### src/rtl/ldpc_enc_pkg.sv
// ldpc_enc_pkg
//  Shared types and default geometry for the QC LDPC encoder frame scheduler.
//  sched_state_t : scheduler FSM states
//  LDPC_Z / LDPC_INFO_LEN / LDPC_WORD_LEN : default code geometry
//  K_BLK         : Z-bit words per info block for the default geometry
//  blk_exact()   : true when the info length splits into whole Z-bit words
package ldpc_enc_pkg;

  typedef enum logic [1:0] {IDLE, FETCH, DRAIN, HOLD} sched_state_t;

  localparam int LDPC_Z        = 27;
  localparam int LDPC_INFO_LEN = 486;
  localparam int LDPC_WORD_LEN = 648;
  localparam int K_BLK         = LDPC_INFO_LEN / LDPC_Z;

  function automatic bit blk_exact(input int info_len, input int z);
    return (info_len % z) == 0;
  endfunction

endpackage

### src/rtl/ldpc_valid_dly.sv
// ldpc_valid_dly
//  DEPTH-deep shift line for a single strobe, used to align the ROM issue
//  strobe with the data coming back from a DEPTH-cycle synchronous ROM.
//  clk : clock
//  clr : synchronous clear of the whole line
//  d   : strobe in
//  q   : strobe out, DEPTH cycles later
module ldpc_valid_dly #(
  parameter int DEPTH = 1
) (
  input  logic clk,
  input  logic clr,
  input  logic d,
  output logic q
);

  logic [DEPTH-1:0] vld_pipe;

  always_ff @(posedge clk) begin
    if (clr) begin
      vld_pipe <= '0;
    end else begin
      vld_pipe[0] <= d;
      for (int i = 1; i < DEPTH; i++) vld_pipe[i] <= vld_pipe[i-1];
    end
  end

  assign q = vld_pipe[DEPTH-1];

endmodule

### src/rtl/ldpc_enc_frame_sched.sv
// ldpc_enc_frame_sched
//  Frame scheduler for the QC LDPC encoder. Reads one info block as K_BLK
//  consecutive Z-bit ROM words, streams them to the encoder as valid/data
//  beats, waits out the encoder latency, captures the codeword and offers it
//  on a valid/ready port.
//  Optional build macro LDPC_SCHED_FRAME_CNT_EN adds frame_cnt[15:0], a
//  wrapping count of transferred codewords.
//  Ports:
//   clk, rst      : clock, synchronous active-high reset
//   start         : begin a frame (taken in IDLE, or in HOLD on the handshake cycle)
//   busy          : high in every state but IDLE
//   rom_addr      : ROM read address
//   rom_data      : ROM read data, ROM_LAT cycles after rom_addr
//   enc_valid     : encoder beat strobe
//   enc_data      : encoder beat word (registered rom_data)
//   enc_codeword  : encoder result
//   cw_valid      : captured codeword available
//   cw_ready      : downstream accepts codeword
//   codeword      : captured codeword, stable while cw_valid
module ldpc_enc_frame_sched
  import ldpc_enc_pkg::*;
#(
  parameter int Z                = LDPC_Z,
  parameter int LDPC_INFO_LENGTH = LDPC_INFO_LEN,
  parameter int LDPC_WORD_LENGTH = LDPC_WORD_LEN,
  parameter int ADDR_W           = 5,
  parameter int BASE_ADDR        = 0,
  parameter int ROM_LAT          = 1,
  parameter int ENC_LAT          = 2
) (
  input  logic                        clk,
  input  logic                        rst,
  input  logic                        start,
  output logic                        busy,
  output logic [ADDR_W-1:0]           rom_addr,
  input  logic [Z-1:0]                rom_data,
  output logic                        enc_valid,
  output logic [Z-1:0]                enc_data,
  input  logic [LDPC_WORD_LENGTH-1:0] enc_codeword,
  output logic                        cw_valid,
  input  logic                        cw_ready,
  output logic [LDPC_WORD_LENGTH-1:0] codeword
`ifdef LDPC_SCHED_FRAME_CNT_EN
  ,
  output logic [15:0]                 frame_cnt
`endif
);

  localparam int BLK_CNT   = LDPC_INFO_LENGTH / Z;
  localparam int BEAT_W    = $clog2(BLK_CNT + 1);
  localparam int DRN_W     = $clog2(ROM_LAT + ENC_LAT + 2);
  // From the cycle after the last issue: ROM_LAT + 1 cycles until the last
  // beat is on enc_valid, then ENC_LAT more until the encoder output settles.
  localparam int DRAIN_CYC = ROM_LAT + ENC_LAT + 1;

  if (!blk_exact(LDPC_INFO_LENGTH, Z)) begin : g_bad_len
    $error("LDPC_INFO_LENGTH must be a multiple of Z");
  end

  sched_state_t      state, state_nx;
  logic [BEAT_W-1:0] beat;
  logic [DRN_W-1:0]  drn;
  logic              last_beat, drain_done, issue, issue_dly, hshk;

  assign last_beat  = beat == BEAT_W'(BLK_CNT - 1);
  assign drain_done = drn == DRN_W'(DRAIN_CYC - 1);
  assign issue      = state == FETCH;
  assign hshk       = cw_valid && cw_ready;

  assign busy     = state != IDLE;
  assign cw_valid = state == HOLD;
  assign rom_addr = issue ? ADDR_W'(BASE_ADDR) + ADDR_W'(beat) : ADDR_W'(BASE_ADDR);

  always_comb begin
    state_nx = state;
    case (state)
      IDLE:    if (start) state_nx = FETCH;
      FETCH:   if (last_beat) state_nx = DRAIN;
      DRAIN:   if (drain_done) state_nx = HOLD;
      HOLD:    if (cw_ready) state_nx = start ? FETCH : IDLE;
      default: state_nx = IDLE;
    endcase
  end

  // Issue strobe follows the ROM read latency; one more register stage below
  // lines enc_valid up with the registered rom_data.
  ldpc_valid_dly #(.DEPTH(ROM_LAT)) u_vld_dly (
    .clk (clk),
    .clr (rst),
    .d   (issue),
    .q   (issue_dly)
  );

  always_ff @(posedge clk) begin
    if (rst) begin
      state     <= IDLE;
      beat      <= '0;
      drn       <= '0;
      enc_valid <= 1'b0;
      enc_data  <= '0;
      codeword  <= '0;
    end else begin
      state     <= state_nx;
      // Counters idle at zero outside their state, so entering always starts clean.
      beat      <= (state == FETCH) ? beat + BEAT_W'(1) : '0;
      drn       <= (state == DRAIN) ? drn + DRN_W'(1) : '0;
      enc_valid <= issue_dly;
      if (issue_dly) enc_data <= rom_data;
      if (state == DRAIN && drain_done) codeword <= enc_codeword;
    end
  end

`ifdef LDPC_SCHED_FRAME_CNT_EN
  always_ff @(posedge clk) begin
    if (rst)       frame_cnt <= '0;
    else if (hshk) frame_cnt <= frame_cnt + 16'd1;
  end
`else
  logic unused_hshk;
  assign unused_hshk = hshk;
`endif

endmodule
### config.mk
export PLATFORM = sky130hd
export DESIGN_NAME = ldpc_enc_frame_sched
export DESIGN_NICKNAME = d
export VERILOG_FILES = /design/src/rtl/ldpc_enc_pkg.sv /design/src/rtl/ldpc_valid_dly.sv /design/src/rtl/ldpc_enc_frame_sched.sv
export SDC_FILE = /design/constraint.sdc
export NUM_CORES = 1
export LEC_CHECK = 0
export BUFFER_PORTS_ARGS = -buffer_cell sky130_fd_sc_hd__buf_4
export CAP_MARGIN = 20
export CORE_AREA = 2 2 532 534
export CTS_CLUSTER_DIAMETER = 60
export DETAILED_ROUTE_END_ITERATION = 10
export DIE_AREA = 0 0 534 536
export GPL_TIMING_DRIVEN = 1
export SYNTH_ARGS = -nofsm -noshare
export SYNTH_HDL_FRONTEND = slang
export SYNTH_SLANG_ARGS = --single-unit
### constraint.sdc
create_clock -name clk -period 1.5 [get_ports clk]
set_input_delay 0.3 -clock clk [delete_from_list [all_inputs] [get_ports clk]]
set_output_delay 0.3 -clock clk [all_outputs]
set_load 0.01 [all_outputs]
* Word level (Yosys, flattened, before mapping)
Index checks and enable logic that the tools add are counted.
** Operators by class
- Divide/modulo/power cells :: 0
- Multiply operators :: 0
- Muxes and demuxes :: 7
- Add/subtract/negate cells :: 2
- Shift-type cells :: 0
- Reductions and logical operators :: 6
- $lt $le $gt $ge :: 0
- Bitwise operators :: 2
- Eq/ne operators :: 9
** Operator list (number)
- $mux 2 :: 4
- $pmux 2 s4 :: 1
- $ne 2x2->1 const B :: 3
- $add 5x1->5 const B :: 1
- $eq 5x5->1 const B :: 1
- $mux 5 :: 1
- $eq 2x2->1 const B :: 2
- $reduce_and 4->1 :: 1
- $reduce_or 2->1 :: 2
- $add 3x1->3 const B :: 1
- $eq 3x2->1 const B :: 1
- $eq 2x1->1 const B :: 1
- $logic_not 2->1 :: 1
- $ne 2x1->1 const B :: 1
- $not 1->1 :: 2
- $reduce_bool 2->1 :: 1
- $logic_and 1x1->1 :: 1
- $mux 1 :: 1
** Storage, ports and cells
- ROM bits :: 0
- Output and inout bits :: 683
- Bits in writable memories :: 0
- Memories :: 0
- Register bits after elaboration :: 687
- Latch bits :: 0
- Bits of input ports :: 679
- Logic and storage cells :: 33

* Longest topological paths before layout
- Word-level depth :: 3
- Depth in mapped cells :: 8
- Depth with buffers taken out :: 6

* By module
From an unflattened synthesis, not the netlist that was laid out.
** Second synthesis, totals
- Cells, all modules :: 2959
- Area total of the unflattened synthesis :: 23993.0 µm²
** Modules (own cells, without submodules)
- ldpc_enc_frame_sched :: times used 1, cells an instance 2957, sequential area each 13733.2 µm², area an instance 23959.2 µm²
- ldpc_valid_dly :: times used 1, cells an instance 2, sequential area each 20.0 µm², area an instance 33.8 µm²

* Worst setup path before layout
Ideal clock, no wire load.
- Kind :: register to register
- From :: reg state[0]
- To :: reg codeword[587]
- Library setup time :: 70 ps
- Path slack :: -30 ps
- Required time :: 1430 ps
- Stages on the path, launching flop included :: 8
- Buffers on the path :: 2
- Period minus slack after synthesis :: 1530 ps
- Data arrival time :: 1459 ps
- Cells stage by stage :: dfxtp_1 inv_1 ha_1 nand2_2 buf_2 clkbuf_1 nand2_1 a21oi_1
** On the way
- Word-level cells in the longest chain between the ends :: 2
** RTL lines
- start: declaration :: line ldpc_enc_frame_sched.sv:60 : sched_state_t state, state_nx;
- start signal: assignment :: line ldpc_enc_frame_sched.sv:103 : state <= state_nx;
- $eq 2x2->1 :: line ldpc_enc_frame_sched.sv:109 : if (state == DRAIN && drain_done) codeword <= enc_codeword;
- $logic_and 1x1->1 :: line ldpc_enc_frame_sched.sv:109
- end signal: assignment :: line ldpc_enc_frame_sched.sv:109
- end: declaration :: line ldpc_enc_frame_sched.sv:42 : output logic [LDPC_WORD_LENGTH-1:0] codeword
Every way passes these cells.
A chain may end at the register's enable or synchronous reset.

* Final worst setup path
- From :: reg state[1]
- To :: out rom_addr[1]
** On the way
- Word-level cells in the longest chain between the ends :: 2
** RTL lines
- $eq 2x1->1 :: line ldpc_enc_frame_sched.sv:67 : assign issue = state == FETCH;
- via issue :: line ldpc_enc_frame_sched.sv:63 : logic last_beat, drain_done, issue, issue_dly, hshk;
- $mux 5 :: line ldpc_enc_frame_sched.sv:72 : assign rom_addr = issue ? ADDR_W'(BASE_ADDR) + ADDR_W'(beat) : ADDR_W'(BASE_ADDR);
- end: declaration :: line ldpc_enc_frame_sched.sv:35 : output logic [ADDR_W-1:0] rom_addr,
The timed path passes the listed nets, and every way through them passes these cells.

==> results by group <==
Worst setup path
  – Start of the worst register-to-register path: state[0]$_SDFFE_PP0P_
  – Start point of the critical path: state[1]$_SDFFE_PP0P_
  – Critical Path RT: ~1.2 ns
  – Element type at the critical path start: flop
  – Worst stage delay on the critical path: roughly 0.32 ns
  – Type of the setup path with the least slack: flop to output pin
  – Worst EP arrival: roughly 1.7 ns
  – Crit path max-delay cell type: sky130_fd_sc_hd__dfxtp_2
  – Cell-by-cell trace of the critical path: buf_6, inv_6, ha_4, and2_4, buf_6
  – Most used cell, CP: sky130_fd_sc_hd__buf_6
  – Category of the worst setup path capture point: output pin
  – Biggest fanout along the worst timing path: 6
  – Reg-to-reg critical path endpoint: codeword[409]$_SDFFE_PP0P_
  – Worst setup slack for register-to-register paths: -0.51 ns
  – Number of cells traversed by the worst register-to-register path: 14

Drt
  – Via count: approximately 32k
  – DR iter-0 viols: 1917
  – Vias per inst: 3.44
  – Length of routed met3 wiring: around 30 mm
  – Average routed wire per standard cell: 26.8 um
  – Remaining DRCs: 0
  – Routed wire length on met2: 103 mm
  – Met1 wire length: 97.7 mm
  – Number of iterations in the first detailed-routing pass: 7
  – Detail Route Antenna Nets: 0
  – Total wirelength of the detailed-routed design: ~250 mm
  – Top Metal Used: met5

Clock tree
  – Clock latency reported for the late side of the worst-skew pair: 0.81 ns
  – Number of buffers on the longest clock path: 4
  – Root Driver: sky130_fd_sc_hd__clkbuf_16
  – Clock tree from TritonCTS: done
  – Number of H-tree branching levels: 3
  – Clock slew seen by the registers of the worst setup and hold paths: 0.06 ns
  – Total CTS buffers: between 90 and 100
  – # clock sinks: about 690

Timing
  – Final hold vios: 0
  – Setup-failing EPs final: 1333
  – FMAX: about 500 MHz
  – Setup repair after global routing missed its margin: yes
  – Number of pins with negative max-slew slack in the final report: 0
  – Final Worst Setup Slack: -0.517 ns
  – Transition time at the pin with the least slew margin: ~0.62 ns
  – Ratio of final minimum period to clock period: 1.34
  – Minimum clock period: between 2 and 2.5 ns
  – Fin Hold WS: roughly 0.29 ns
  – Final Skew: between 0.02 and 0.03 ns
  – Remaining max-slew budget at the tightest pin: 0.589

Floorplan
  – Core ar.: approximately 280000 um2
  – I/O Pins: around 1.4k
  – Die footprint: 286000 um2
  – Starting Density: 0.0854
  – Die X-Extent: around 530 um
  – Number of rows created at floorplan: around 200
  – Die boundary height: roughly 540 um

Synthesis
  – Synthesis-stage register bit count: 687
  – Leading cell type by number of instances after synthesis: sky130_fd_sc_hd__nand2_1
  – Post-synth ARST share: 0
  – Proportion of synthesized chip area in sequential cells: 0.573
  – Post-synthesis cell type count: 26
  – EDFF count, synth: 0
  – Yosys warning total: 0
  – Top cell type by total area after synthesis: sky130_fd_sc_hd__dfxtp_1
  – Cells after synthesis: about 3k
  – Most common library cells after synthesis: 1297 x sky130_fd_sc_hd__nand2_1, 687 x sky130_fd_sc_hd__dfxtp_1, 650 x sky130_fd_sc_hd__a21oi_1, 114 x sky130_fd_sc_hd__clkbuf_1, 67 x sky130_fd_sc_hd__buf_6
  – Top cell type's share of synthesized area: 0.573
  – Syn Nets: about 3.6k
  – Leading post-synthesis cells by cell area: sky130_fd_sc_hd__dfxtp_1 57%, sky130_fd_sc_hd__nand2_1 20%, sky130_fd_sc_hd__a21oi_1 14%
  – Main flop type after synthesis: sky130_fd_sc_hd__dfxtp_1
  – Average footprint of a synthesized cell: just over 8 um2
  – Netlist area before placement: about 24000 um2

Worst hold path
  – Cells on Worst Hold Path: 4
  – Hold Path Class: input pin to flop
  – Hold worst-path end: codeword[199]$_SDFFE_PP0P_
  – Min-Delay Startpoint: enc_codeword[199]

Global routing
  – Gr ovfl total: 0
  – Overall track demand over capacity in global routing: 0.159
  – Antenna violations before repair: approximately 370
  – Maximum number of pins on one net before global-route repair: just over 80
  – Wire length of the first global-routing pass: between 200 and 300 mm
  – Vias in the first global route: ~30k

Placed design
  – Area after detailed placement: 39100 um2
  – GPL Wtd Cong: 0.905
  – Number of buffers inserted by port buffering: 1361
  – Post-DP HPWL: ~190 mm

Run status
  – Failing checks: setup timing
  – Outcome: finished, violations left

Flow run
  – Total of max-cap violations: 0

Power
  – Total power consumption of the routed design: around 47 mW
  – Reported leakage power: between 20 and 25 nW
  – Max IR drop VDD: around 0.00084 V
  – PwrDens: approximately 830 nW/um2

Cells and area
  – Post-Layout Inst Area: 57000 um2
  – Fraction of final layout cells with drive strength greater than 1: 0.461
  – Area added between synthesis and finish: 138%
  – Final core area utilization: 0.203
  – Net count reported at finish: just under 6k
  – Fill cell total of the finished layout: approximately 31k
  – Multi-input logic area: around 12000 um2
  – Sequential standard cell area: roughly 14000 um2
-- worst max-delay path: cells and delay by family (launching register included) --
kind	cells	cell delay, ns
and+or+nand+nor	1	0.16
buffers and inverters	3	0.28
adders and majority gates	1	0.17
DFF	1	0.32
-- through the flow --
| stage | worst slack [ns] | cells | setup TNS (ns) |
|---|---|---|---|
| 4_1_cts | -0.608 | 8973 | -287.97 |
| 6_report | -0.517 | 9173 | -312.05 |
| 3_5_place_dp | -0.366 | 7988 | -167.69 |
| 5_1_grt | -0.612 | 9095 | -415.19 |
| 3_3_place_gp | -0.314 | 7988 | -136.96 |
| 2_1_floorplan | 0.00751 | 2959 | 0 |
-- routing by layer --
metal / track usage / vias up
met5: 0 / -
met4: 0.0635 / 210
met3: 0.0890 / 642
met2: 0.239 / 1762
met1: 0.185 / 14600
li1: - / 14300
-- final cells by class --
| type | instances | share of cell area |
|---|---|---|
| Antenna cell | 143 | 0.00628 |
| Clock buffer | 131 | 0.0478 |
| Clock inverter | 38 | 0.00703 |
| Inverter | 8 | 0.000659 |
| Multi-Input combinational cell | 2042 | 0.206 |
| Sequential cell | 687 | 0.242 |
| Tap cell | 3743 | 0.0822 |
| Timing Repair Buffer | 2381 | 0.408 |
-- kinds of logic (layout without fill, tap and decap cells) --
| group | after synthesis | after routing | share of synthesized area |
|---|---|---|---|
| fa+ha+maj | 9 | 9 | 0.00470 |
| other cells | 0 | 143 | 0 |
| mux | 27 | 27 | 0.0113 |
| simple gates | 1348 | 1348 | 0.213 |
| flops | 687 | 687 | 0.573 |
| xor+xnor | 3 | 3 | 0.00110 |
| compound gates | 655 | 655 | 0.137 |
| buf+inv | 230 | 2558 | 0.0597 |
-- cells in the final DEF, fill, tap and decap left out, drive strengths merged --
master / netlist / layout
xor2: 2 / 2
xnor2: 1 / 1
diode: 0 / 143
and2: 6 / 6
clkinv: 0 / 20
o221ai: 1 / 1
or3b: 1 / 1
bufbuf: 0 / 2
a211oi: 1 / 1
nand3: 2 / 2
a21oi: 650 / 650
clkinvlp: 0 / 2
nand2: 1298 / 1298
bufinv: 0 / 4
or3: 1 / 1
nor2b: 1 / 1
ha: 9 / 9
buf: 108 / 1666
dlygate4sd3: 0 / 678
inv: 8 / 20
nor2: 35 / 35
mux2i: 27 / 27
dfxtp: 687 / 687
o31a: 1 / 1
nand2b: 3 / 3
o21ai: 2 / 2
and3: 1 / 1
clkbuf: 114 / 166
-- state kept, by name, summed over array words and instances, names as in the netlist --
signal and count:
beat 5, enc_valid 1, state 2, drn 3
u_vld_dly.q 1, enc_data 27, codeword 648
-- worst max-delay path by stage --
stage                                 end  slack [ns]
2_1_floorplan  codeword[627]$_SDFFE_PP0P_       0.008
3_3_place_gp   codeword[243]$_SDFFE_PP0P_       -0.31
3_5_place_dp   codeword[247]$_SDFFE_PP0P_       -0.37
4_1_cts                       rom_addr[3]       -0.61
5_1_grt                       rom_addr[1]       -0.61
6_report                      rom_addr[1]       -0.52
-- power breakdown --
group | internal (mW) | switching, mW
clock network | 13.5 | 9.61
logic | 3.23 | 2.69
registers | 18.4 | 0.0842
total | 35.1 | 12.4
-- timing repair --
action / 4_1_cts / 5_1_grt
hold endpoints to repair: 678 / 0
pin swaps: 270 / 288
hold buffers: 678 / 0
resized for setup: 524 / 574
endpoints found under the setup margin: 1333 / 1333
gates cloned: 71 / 42
setup buffers: 68 / 43
No activity file was read; power rests on OpenSTA's default activity.
